**src/rtl/expr_pipe.sv**
```systemverilog
// Multi-lane expression pipeline: per-lane ALU in stage 1, then DEPTH-1 carry stages
// with valid/ready flow control. Optional saturation of add/sub: define EXPR_PIPE_SAT_EN.
module expr_pipe #(
    parameter int W     = 6,
    parameter int LANES = 3,
    parameter int DEPTH = 2
) (
    input  logic                      clk,
    input  logic                      rst,
    input  logic                      in_valid,
    output logic                      in_ready,
    input  logic [2:0]                op,
    input  logic [LANES*W-1:0]        a,
    input  logic [LANES*W-1:0]        b,
    output logic                      out_valid,
    input  logic                      out_ready,
    output logic [LANES*(W+2)-1:0]    y,
    output logic [LANES-1:0]          zflag,
    output logic [15:0]               count
);

    localparam int RW = W + 2;
    localparam int YW = LANES * RW;

`ifdef EXPR_PIPE_SAT_EN
    localparam logic [RW-1:0] SAT_HI = {3'b000, {(W-1){1'b1}}};
    localparam logic [RW-1:0] SAT_LO = {3'b111, {(W-1){1'b0}}};
`endif

    function automatic logic [RW-1:0] lane_calc(input logic [2:0]   f_op,
                                                input logic [W-1:0] f_a,
                                                input logic [W-1:0] f_b);
        logic [RW-1:0] ax;
        logic [RW-1:0] bx;
        logic [RW-1:0] r;
        ax = {2'b00, f_a};
        bx = {{2{f_b[W-1]}}, f_b};
        case (f_op)
            3'd0:    r = ax + bx;
            3'd1:    r = ax - bx;
            3'd2:    r = ax & bx;
            3'd3:    r = ~(ax ^ bx);
            3'd4:    r = {{(RW-1){1'b0}}, ($signed(ax) < $signed(bx))};
            3'd5:    r = {{(RW-1){1'b0}}, ^{f_a, f_b}};
            3'd6:    r = ax << f_b[2:0];
            default: r = {{(RW-1){1'b0}}, (f_a == f_b)};
        endcase
`ifdef EXPR_PIPE_SAT_EN
        if (f_op == 3'd0 || f_op == 3'd1) begin
            if ($signed(r) > $signed(SAT_HI)) begin
                r = SAT_HI;
            end else if ($signed(r) < $signed(SAT_LO)) begin
                r = SAT_LO;
            end
        end
`endif
        return r;
    endfunction

    logic [DEPTH-1:0] vld_q, vld_d;
    logic [YW-1:0]    dat_q [DEPTH];
    logic [YW-1:0]    dat_d [DEPTH];
    logic [LANES-1:0] zf_q  [DEPTH];
    logic [LANES-1:0] zf_d  [DEPTH];
    logic [15:0]      count_q, count_d;

    logic [YW-1:0]    calc_y;
    logic [LANES-1:0] calc_z;
    logic [DEPTH:0]   rdy_n;
    logic [DEPTH-1:0] adv;
    logic             all_full;
    logic             take;
    logic             give;

    always_comb begin
        calc_y = '0;
        calc_z = '0;
        for (int l = 0; l < LANES; l++) begin
            calc_y[l*RW +: RW] = lane_calc(op, a[l*W +: W], b[l*W +: W]);
            calc_z[l]          = (calc_y[l*RW +: RW] == '0);
        end
    end

    // A stage can take a beat unless it and everything downstream is full
    // and the consumer is stalling; this keeps in_ready independent of in_valid.
    always_comb begin
        all_full     = 1'b1;
        rdy_n        = '0;
        rdy_n[DEPTH] = out_ready;
        for (int k = DEPTH - 1; k >= 0; k--) begin
            all_full = all_full & vld_q[k];
            rdy_n[k] = ~all_full | out_ready;
        end
        adv = '0;
        for (int k = 0; k < DEPTH; k++) begin
            adv[k] = vld_q[k] & rdy_n[k+1];
        end
    end

    assign in_ready  = rdy_n[0] & ~rst;
    assign out_valid = vld_q[DEPTH-1] & ~rst;
    assign y         = dat_q[DEPTH-1];
    assign zflag     = zf_q[DEPTH-1];
    assign count     = count_q;

    assign take = in_valid & in_ready;
    assign give = out_valid & out_ready;

    always_comb begin
        vld_d   = vld_q;
        dat_d   = dat_q;
        zf_d    = zf_q;
        count_d = count_q;

        vld_d[0] = take | (vld_q[0] & ~adv[0]);
        if (take) begin
            dat_d[0] = calc_y;
            zf_d[0]  = calc_z;
        end
        for (int k = 1; k < DEPTH; k++) begin
            vld_d[k] = adv[k-1] | (vld_q[k] & ~adv[k]);
            if (adv[k-1]) begin
                dat_d[k] = dat_q[k-1];
                zf_d[k]  = zf_q[k-1];
            end
        end

        if (give) begin
            count_d = count_q + 16'd1;
        end
    end

    always_ff @(posedge clk) begin
        if (rst) begin
            vld_q   <= '0;
            count_q <= '0;
            for (int k = 0; k < DEPTH; k++) begin
                dat_q[k] <= '0;
                zf_q[k]  <= '0;
            end
        end else begin
            vld_q   <= vld_d;
            count_q <= count_d;
            for (int k = 0; k < DEPTH; k++) begin
                dat_q[k] <= dat_d[k];
                zf_q[k]  <= zf_d[k];
            end
        end
    end

endmodule

```
**config.mk**
```make
export PLATFORM = sky130hd
export DESIGN_NAME = expr_pipe
export DESIGN_NICKNAME = d
export VERILOG_FILES = /design/src/rtl/expr_pipe.sv
export SDC_FILE = /design/constraint.sdc
export NUM_CORES = 1
export LEC_CHECK = 0
export CORE_MARGIN = 2
export CORE_UTILIZATION = 45
export DETAILED_ROUTE_END_ITERATION = 8
export PLACE_DENSITY = 0.69
export SLEW_MARGIN = 20
export SYNTH_ARGS = -nofsm -noshare
export SYNTH_HDL_FRONTEND = slang
export SYNTH_SLANG_ARGS = --single-unit
```
**constraint.sdc**
```tcl
create_clock -name clk -period 2.9 [get_ports clk]
set_clock_uncertainty 0.05 [all_clocks]
set_input_delay 0.725 -clock clk [delete_from_list [all_inputs] [get_ports clk]]
set_output_delay 0.725 -clock clk [all_outputs]
set_load 0.02 [all_outputs]
```
======== Word-level counts from Yosys, hierarchy flattened ========
Cells that the tools add are included.
W data, S select, Z words.
storage, ports and cells
  register bits ........................... 72
  bits of input ports ..................... 43
  output and inout port bits .............. 45
  word-level logic and storage cells ...... 65
cells by class
  add/subtract/negate cells ............... 7
  order comparisons ....................... 3
  equality and inequality tests ........... 9
  shift operators ......................... 3
  muxes and demuxes ....................... 3
  bitwise operators ....................... 27
  reductions and logical operators ........ 7
operator list
  operator                 number
  $pmux W8 S7              3
  $reduce_xor A12 Y1       3
  $add A7 B6 Y8            3
  $and A6 B8 Y8            3
  $logic_not A8 Y1         3
  $not A8 Y8               3
  $shl A6 B3 Y8            3
  $sub A7 B6 Y8            3
  $xor A6 B8 Y8            3
  $lt A7 B6 Y1             3
  $eq A6 B6 Y1             3
  $add A16 B1 Y16 const B  1
  $and A1 B1 Y1            9
  $eq A3 B3 Y1 const B     3
  $eq A3 B2 Y1 const B     2
  $not A1 Y1               5
  $or A1 B1 Y1             4
  $eq A3 B1 Y1 const B     1
  $logic_not A3 Y1         1

======== Longest topological paths before layout ========
Gate-level depths: netlist (run 1).
  word-level depth ........................ 6
  mapped depth ............................ 12

======== Worst setup path before layout (run 1) ========
Ideal clock, no wire load.
  path kind ............................... input-to-reg
  start ................................... input port b[2]
  end ..................................... register zf_q[3] (netlist name)
  library setup time ...................... 0.117 ns
  arrival ................................. 2.741 ns
  required time ........................... 2.733 ns
  setup slack ............................. -0.008 ns
  stages .................................. 11
  buffers on the path ..................... 1
  cells stage by stage .................... buf_2 > inv_1 > ha_1 > nor2b_4 > or3_1 > a21oi_1 > nor2_1 > or4_1 > nand4_1 > nor3_1 > a32o_1
between the ends
  word-level cells in the longest chain between the ends .. 4
  elaborated cells between the ends (all ways) .. 11
  classes of those cells .................. 2 x add/sub; 1 x order compare; 1 x eq/ne; 1 x shift; 1 x mux; 3 x bitwise; 2 x reduce/logical
RTL lines
  element                                                RTL line  text
  start: declaration                                     14        input logic [LANES*W-1:0] b,
  branches (longest 2 deep; another with $sub A7 B6 Y8)  -
  $pmux W8 S7 (*)                                        38        case (f_op)
  $logic_not A8 Y1 (*)                                   80        calc_z[l] = (calc_y[l*RW +: RW] == '0);
  end signal: indexed assignment                         146       zf_q[k] <= zf_d[k];
  end: declaration                                       63        logic [LANES-1:0] zf_q [DEPTH];
Mark *: on every way between the ends.
A chain may end at the register's enable or synchronous reset.

======== Final worst setup path (run 1) ========
  start ................................... input port b[8]
  end ..................................... register zf_q[4] (netlist name)
Same word-level chain as after synthesis.

==> out/results.ini, run 1 <==
[status]
status=completed

[die]
core_area_um2=13900
fp.dieArea_um2=15300
fp-row-count=43
initial_core_util=0.461
fp.dieW_um=124
io_pins=88
die_h_um=124

[route]
wl_per_cell_um=15.0
dr.pass1.iters=4
ant_nets=0
postRouteWirelength_mm=18.9
num_vias=6782
wl_met2_mm=8.84
highest_layer=met4
first_iter_violations=355
wl_met3_mm=1.05
viasPerCell=5.40
routedLengthMet1_mm=8.50
drc_errors=0

[synth]
synthFlopType=dfxtp_1
synth_edf_count=0
ys.warnings.count=0
synth.avg_cell_area_um2=7.54
async_flop_share=0
yosysMostFrequentCell=nand2_1
synthTopCellsByCount=nand2_1, nor2_1, a21oi_1, dfxtp_1, o21ai_0
syn_inst=853
synth_nets=948
synth_seq_cells=72
synth_top_area_frac=0.224
syn_area_um2=6430
synth.area.top_cells=dfxtp_1, ha_1, a21oi_1
synth.largest_area_cell=dfxtp_1
synth-seq-area-share=0.224
synth.distinct_cells=75

[global_route]
grt_max_degree=38
grt_pass1_vias=6387
antenna_found_initial=0
grtUsageTotal=0.251
grt_pass1_wl_mm=30.6
overflow=0

[sta]
setup_viol=0
rsz0062_at_grt=true
hold_violations=0
fin_crit_sh=0.988
tightest_slew_ns=0.508
hold_ws_ns=0.402
fmax_mhz=349
finalCriticalPeriod_ns=2.86
max_slew_margin=0.661
drv_slew=0

[worst_setup_path]
ff2ff_path_depth=9
cp.arrival_ns=3.08
cp.required_ns=3.12
start_kind=input pin
cp_max_fo=12
endpoint_kind=flip-flop
critical_path_class=in2reg

[clocking]
clk_latency_ns=0.32
cts_buffers=9
cts_sinks=72
cts_tree=yes
clkSlewWorstSetupHoldPaths_ns=0.06
clock-root-buffer=clkbuf_16
cts_hold_buf=0
htreeDepth=3
clock_path_buffers=2

[cells_and_area]
diodes=0
fin_cells=1256
drive_gt1_frac=0.269
syn_to_final_growth_pct=43.0
final_nets=1166

[pwr]
p_per_area_nw_per_um2=369
p_leak_nw=3.93
ir_drop_v=0.000237
finalPower_mw=3.40

[placed_design]
place_congestion=0.961
dp_hpwl_mm=14.8
dp_cells=1235
io_buffers=87

[worst_hold_path]
hold_path_class=reg2reg
hold_path_depth=2

[flow_run]
cap_violations=0

per-layer routing:
metal | track usage | vias to the layer above
met4 | 0.0803 | 0
met1 | 0.334 | 3134
li1 | - | 3387
met2 | 0.421 | 217
met5 | 0 | -
met3 | 0.0309 | 44
layout make-up:
cell class	instances	area [um^2]
clock inverter	6	67.6
timing repair buffer	287	2400
multi-input combinational	656	4670
clock buffer	10	229
sequential	72	1440
fill	1214	4740
inverter	45	169
tap	180	225
power breakdown:
group | switching, mW | total (mW) | internal (mW)
combinational | 0.613 | 1.25 | 0.635
clock | 0.424 | 1.09 | 0.670
sequential | 0.0232 | 1.05 | 1.03
total | 1.06 | 3.40 | 2.34
kinds of logic after synthesis:
kind of cell             Yosys count  share of synthesized area
AO/OA/AOI/OAI                    219                      0.217
XOR/XNOR                          54                     0.0736
adder cells (fa/ha/maj)           52                      0.108
buffers and inverters            125                     0.0946
flip-flops                        72                      0.224
multiplexers                      34                     0.0570
AND/OR/NAND/NOR                  297                      0.225
layout by cell type, fill, tap and decap left out, types with 9 or more instances in the layout:
cell	n
a21oi_1	65
a21oi_2	9
a22oi_1	9
buf_4	198
clkbuf_16	9
clkdlybuf4s50_1	73
dfxtp_1	72
ha_1	33
inv_1	43
mux2_2	9
mux2i_1	22
nand2_1	95
nand2b_1	15
nand3_1	10
nand3b_1	21
nor2_1	71
nor2b_1	18
nor3_1	17
o21ai_0	49
xnor2_1	39
xor2_1	14
registers in the layout, summed over array words and instances (netlist names):
signal and flops:
zflag 3, count 16, vld_q 2, dat_q 24, y 24, zf_q 3
metrics by stage:
| stage | worst slack [ns] | setup TNS (ns) | instance area, um^2 | utilization |
|---|---|---|---|---|
| 2_1_floorplan | 0.0806 | 0 | 6440 | - |
| 3_3_place_gp | -0.550 | -6.20 | 8570 | 0.615 |
| 3_5_place_dp | -0.599 | -6.91 | 8570 | 0.615 |
| 4_1_cts | -0.0456 | -0.0456 | 8990 | 0.646 |
| 5_1_grt | -0.0623 | -0.0803 | 9200 | 0.660 |
| 6_report | 0.0359 | 0 | 9200 | 0.660 |
critical path: stages:
cell and delay [ns]:
clkdlybuf4s50_1 0.47, buf_4 0.18, ha_2 0.24, nand2b_4 0.16, o311ai_2 0.12, a21o_1 0.23, a21o_1 0.18, a32oi_1 0.20
o211ai_1 0.20, nor3_2 0.20, a32o_1 0.18
repair_timing:
item	4_1_cts	5_1_grt
setup endpoints to repair	6	16
hold endpoints to repair	0	0
buffers inserted	4	1
pin swaps	15	31
gates resized for setup	30	44
cloned	0	0
path summary, 6_finish.rpt:
check / start / to / slack [ns]
max: b[8] / zf_q[4] / 0.04
min: zflag[0] / zflag[0] / 0.40
max reg2reg: vld_q[1] / zf_q[5] / 0.81
min reg2reg: zflag[0] / zflag[0] / 0.40
(Power assumes the default switching activity.)
==> run 2: changes to the inputs <==
Settings changed: PLACE_DENSITY 0.69 to unset, PLACE_DENSITY_LB_ADDON set to 0.1.
==> out/results.ini, run 2 (synthesis gave the netlist of run 1 again) <==
[status]
status=completed

[global_route]
grt_pass1_vias=6656  ; +4.2%
antenna_found_initial=0  ; unchanged
grtUsageTotal=0.268  ; +0.0171
overflow=0  ; unchanged
grt_pass1_wl_mm=32.4  ; +5.6%
grt_max_degree=44  ; +16%

[sta]
fmax_mhz=352  ; +0.69%
max_slew_margin=0.668  ; +0.00668
fin_crit_sh=0.981  ; -0.00674
finalCriticalPeriod_ns=2.84  ; -0.0195 ns
tightest_slew_ns=0.497  ; -0.0113 ns
drv_slew=0  ; unchanged
setup_tns_ns=0  ; unchanged
hold_violations=0  ; unchanged
setup_viol=0  ; unchanged
hold_ws_ns=0.404  ; +0.00291 ns

[route]
postRouteWirelength_mm=20.2  ; +7.0%
viasPerCell=5.46  ; +1.1%
num_vias=6796  ; +0.21%
dr.pass1.iters=5  ; +1
drc_errors=0  ; unchanged
first_iter_violations=362  ; +2.0%
wl_per_cell_um=16.2  ; +7.9%
ant_nets=0  ; unchanged

[pwr]
p_per_area_nw_per_um2=389  ; +5.4%
netSwitchingPower_mw=1.04  ; -1.8%
p_leak_nw=3.88  ; -1.4%
pwr-share-clk=0.356  ; +0.034
intPower_mw=2.51  ; +7.6%
ir_drop_v=0.000357  ; +51%
comb_power_share=0.347  ; -0.020
netSwitchingFraction=0.293  ; -0.0193
share_seq_of_total_power=0.297  ; -0.014

[worst_setup_path]
crit_slowest_cell=clkdlybuf4s50_1
start_kind=input pin
cp_max_fo=3  ; -9
endpoint_kind=flip-flop
path_buf_inv=1  ; -1
cp.required_ns=3.07  ; -0.05 ns
crit_start=b[12]
r2r_start=vld_q[1]
cpPeakStageDelay_ns=0.52  ; +0.05 ns
cp.arrival_ns=3.02  ; -0.06 ns
path_cells=clkdlybuf4s50_1 -> ha_2 -> fa_2 -> nor2_1 -> a21oi_1 -> a211oi_2 -> a21oi_2 -> nor3b_2 -> and4_1 -> a41o_1
critical_path.top_delay_family=compound AO/OA/AOI/OAI gates
critical_path_class=in2reg

[cells_and_area]
syn_to_final_growth_pct=42.0
mostFrequentLayoutCell=buf_4
final_nets=1155  ; -0.94%
drive_gt1_frac=0.259  ; -0.00943
mostFrequentLayoutCells=buf_4, nand2_1, nor2_1
diodes=0  ; unchanged

[die]
initial_core_util=0.461  ; unchanged
die_h_um=124  ; unchanged
core_area_um2=13900  ; unchanged
io_pins=88  ; unchanged
fp-row-count=43  ; unchanged
fp.dieArea_um2=15300  ; unchanged
fp.dieW_um=124  ; unchanged

[clocking]
cts_tree=yes
clkSlewWorstSetupHoldPaths_ns=0.06  ; about the same
cts_hold_buf=0  ; unchanged
clk_latency_ns=0.33  ; about the same
clock_path_buffers=2  ; unchanged
htreeDepth=3  ; unchanged
cts_buffers=9  ; unchanged
cts_sinks=72  ; unchanged
clock-root-buffer=clkbuf_16

[worst_hold_path]
hold_path_class=reg2reg
min_from=zflag[0]

[placed_design]
io_buffers=87  ; unchanged
dp_hpwl_mm=16.1  ; +8.7%
place_congestion=0.922  ; -4.0%

[flow_run]
cap_violations=0  ; unchanged

run 2: metal layers:
layer	wire length (um)	track usage	vias up	part of all wire
li1	-	-	3357	-
met1	9110	0.348	3219	0.45
met2	9690	0.464	193	0.48
met3	923	0.0346	27	0.046
met4	465	0.0767	0	0.023
met5	0	0	-	0
run 2: final cells by class:
class	instances	area (um^2)
clock inverters	5	104
flip-flops and latches	72	1440
multi-input cells	656	4640
repair buffers	276	2300
well taps	180	225
fillers	1265	4800
clock buffers	11	243
inverters	45	169
run 2: timing repair:
action | CTS | global route
pin swaps | 13 | 21
setup endpoints to repair | 10 | 11
resized for setup | 34 | 42
buffers inserted | 2 | 2
hold endpoints to repair | 0 | 0
run 2: worst register-to-register path, cell delays in order, from the launching register on:
cell and delay (ns):
dfxtp_1 0.33, and3b_1 0.21, nor2_2 0.15, nand2_1 0.20
buf_4 0.20, nor3_2 0.21, o21ai_2 0.11, nor3b_2 0.18
and4_1 0.22, a41o_1 0.16
run 2: power groups by stage:
stage	registers, mW	clock network [mW]	logic (mW)
after global placement	1.07	0	1.13
final	1.06	1.27	1.23
after CTS	1.06	1.28	1.18
after floorplan	1.07	0	0.638
after global routing	1.06	1.32	1.34
after detailed placement	1.08	0	1.15
run 2: final timing paths:
check / slack [ns] / depth (start not counted) / endpoint
min reg2reg: 0.40 / 2 / zflag[0]
min: 0.40 / 2 / zflag[0]
max reg2reg: 0.82 / 9 / zf_q[5]
max: 0.06 / 10 / zf_q[5]
run 2: stage by stage:
stage                util  area (um^2)  cells  worst slack, ns  total power [mW]
floorplan               -         6440    853           0.0806              1.71
global placement    0.610         8500   1225           -0.564              2.21
detailed placement  0.610         8500   1225           -0.608              2.23
CTS                 0.642         8950   1243          -0.0312              3.52
global route        0.655         9130   1245         -0.00232              3.72
finish              0.655         9130   1245           0.0555              3.55
==> run 3: changes to the inputs <==
Settings changed: REMOVE_ABC_BUFFERS set to 1.
==> out/results.ini, run 3 (synthesis gave the netlist of run 1 again) <==
[global_route]
grtUsageTotal=0.260  ; -0.00865
antenna_found_initial=0  ; unchanged
grt_max_degree=57  ; +30%
grt_pass1_wl_mm=31.4  ; -3.1%
grt_pass1_vias=6390  ; -4.0%
overflow=0  ; unchanged

[die]
core_area_um2=13900  ; unchanged
io_pins=88  ; unchanged
fp.dieArea_um2=15300  ; unchanged
fp.dieW_um=124  ; unchanged
die_h_um=124  ; unchanged
initial_core_util=0.461  ; unchanged
fp-row-count=43  ; unchanged

[sta]
tightest_slew_ns=0.589  ; +0.0917 ns
hold_violations=0  ; unchanged
setup_viol=0  ; unchanged
finalCriticalPeriod_ns=2.81  ; -0.0354 ns
drv_slew=0  ; unchanged
fmax_mhz=356  ; +1.3%
max_slew_margin=0.606  ; -0.0618
fin_crit_sh=0.969  ; -0.0122
setup_tns_ns=0  ; unchanged

[route]
ant_nets=0  ; unchanged
dr.pass1.iters=5  ; unchanged
viasPerCell=5.47  ; +0.22%
postRouteWirelength_mm=20.1  ; -0.23%
first_iter_violations=339  ; -6.4%
drc_errors=0  ; unchanged
wl_per_cell_um=16.3  ; +0.25%
num_vias=6778  ; -0.26%

[worst_setup_path]
cp.required_ns=3.12  ; +0.05 ns
cp.arrival_ns=3.03  ; about the same
path_cells=clkdlybuf4s50_1 -> buf_4 -> ha_1 -> nor2_1 -> nand2_1 -> a31oi_2 -> o21bai_1 -> a21oi_1 -> and3_1 -> nor4_2 -> buf_4 -> a41o_1
path_common_cell=buf_4
path_buf_inv=3  ; +2
critical_path_class=in2reg
cpPeakStageDelay_ns=0.48  ; -0.04 ns
critical_path.top_delay_family=buffers and inverters
cp_max_fo=12  ; +9
crit_slowest_cell=clkdlybuf4s50_1
start_kind=input pin
rrSetupSlack_ns=0.86  ; +0.04 ns
endpoint_kind=flip-flop

[cells_and_area]
final_nets=1150  ; -0.43%
diodes=0  ; unchanged
drive_gt1_frac=0.262  ; +0.00241
mostFrequentLayoutCell=buf_4
final_area_um2=9130  ; about the same
syn_to_final_growth_pct=42.0  ; about the same
mostFrequentLayoutCells=buf_4, nand2_1, dfxtp_1
fin_util=0.655  ; about the same

[pwr]
p_leak_nw=3.87  ; -0.23%
p_per_area_nw_per_um2=373  ; -4.2%
ir_drop_v=0.000290  ; -19%

[placed_design]
place_congestion=0.980  ; +6.2%
dp_hpwl_mm=15.5  ; -3.2%
io_buffers=87  ; unchanged
place_area_um2=8440  ; -0.68%

[clocking]
clkSlewWorstSetupHoldPaths_ns=0.05  ; about the same
cts_hold_buf=0  ; unchanged
cts_buffers=9  ; unchanged
clk_latency_ns=0.33  ; about the same
htreeDepth=3  ; unchanged
clock_path_buffers=2  ; unchanged
clock-root-buffer=clkbuf_16
cts_sinks=72  ; unchanged
cts_tree=yes

[worst_hold_path]
hold_path_class=reg2reg

[flow_run]
cap_violations=0  ; unchanged

[status]
status=completed

[run 3: area by class of cell]
type                       count  area (um^2)
tap                          180          225
multi-input combinational    656         4710
clock inverter                 4         53.8
sequential                    72         1440
inverter                      45          169
clock buffer                  11          243
fill                        1228         4800
timing repair buffer         271         2290
[run 3: stage by stage]
step           total power, mW  hold slack (ns)  setup slack [ns]  instances
2_1_floorplan             1.64            0.371          0.000148        773
3_3_place_gp              2.20            0.385            -0.506       1219
3_5_place_dp              2.21            0.396            -0.580       1219
4_1_cts                   3.35            0.408           -0.0353       1236
5_1_grt                   3.56            0.429           -0.0147       1239
6_report                  3.40            0.404            0.0909       1239
[run 3: worst paths after layout]
| kind | startpoint | end | depth (start not counted) |
|---|---|---|---|
| hold reg to reg | dat_q[29] | y[5] | 2 |
| setup / recovery | b[13] | zf_q[5] | 12 |
| hold / removal | dat_q[29] | y[5] | 2 |
| setup reg to reg | vld_q[1] | zf_q[5] | 9 |
[run 3: metal layers]
layer	track usage	vias to the layer above	share of wire
met1	0.349	3207	0.46
met5	0	-	0
li1	-	3349	-
met4	0.0838	0	0.017
met2	0.441	190	0.49
met3	0.0194	32	0.037
[run 3: repair_timing]
item                       4_1_cts  5_1_grt
buffers inserted                 2        3
gates resized for setup         28       63
pin swaps                        8       16
setup endpoints to repair        6       11
hold endpoints to repair         0        0
cloned                           0        0
[run 3: worst reg2reg max path, stage by stage (launching register included)]
cell and delay (ns):
dfxtp_1 0.33, and3b_1 0.20, nor2_2 0.10, buf_4 0.12
nand2_1 0.21, nor3_1 0.24, o21ai_1 0.15, nor3b_2 0.20
and4_1 0.22, a41o_1 0.17
[run 3: power breakdown]
group,internal (mW),switching [mW],total [mW]
logic,0.622,0.622,1.24
registers,1.03,0.0239,1.06
clock network,0.687,0.417,1.10
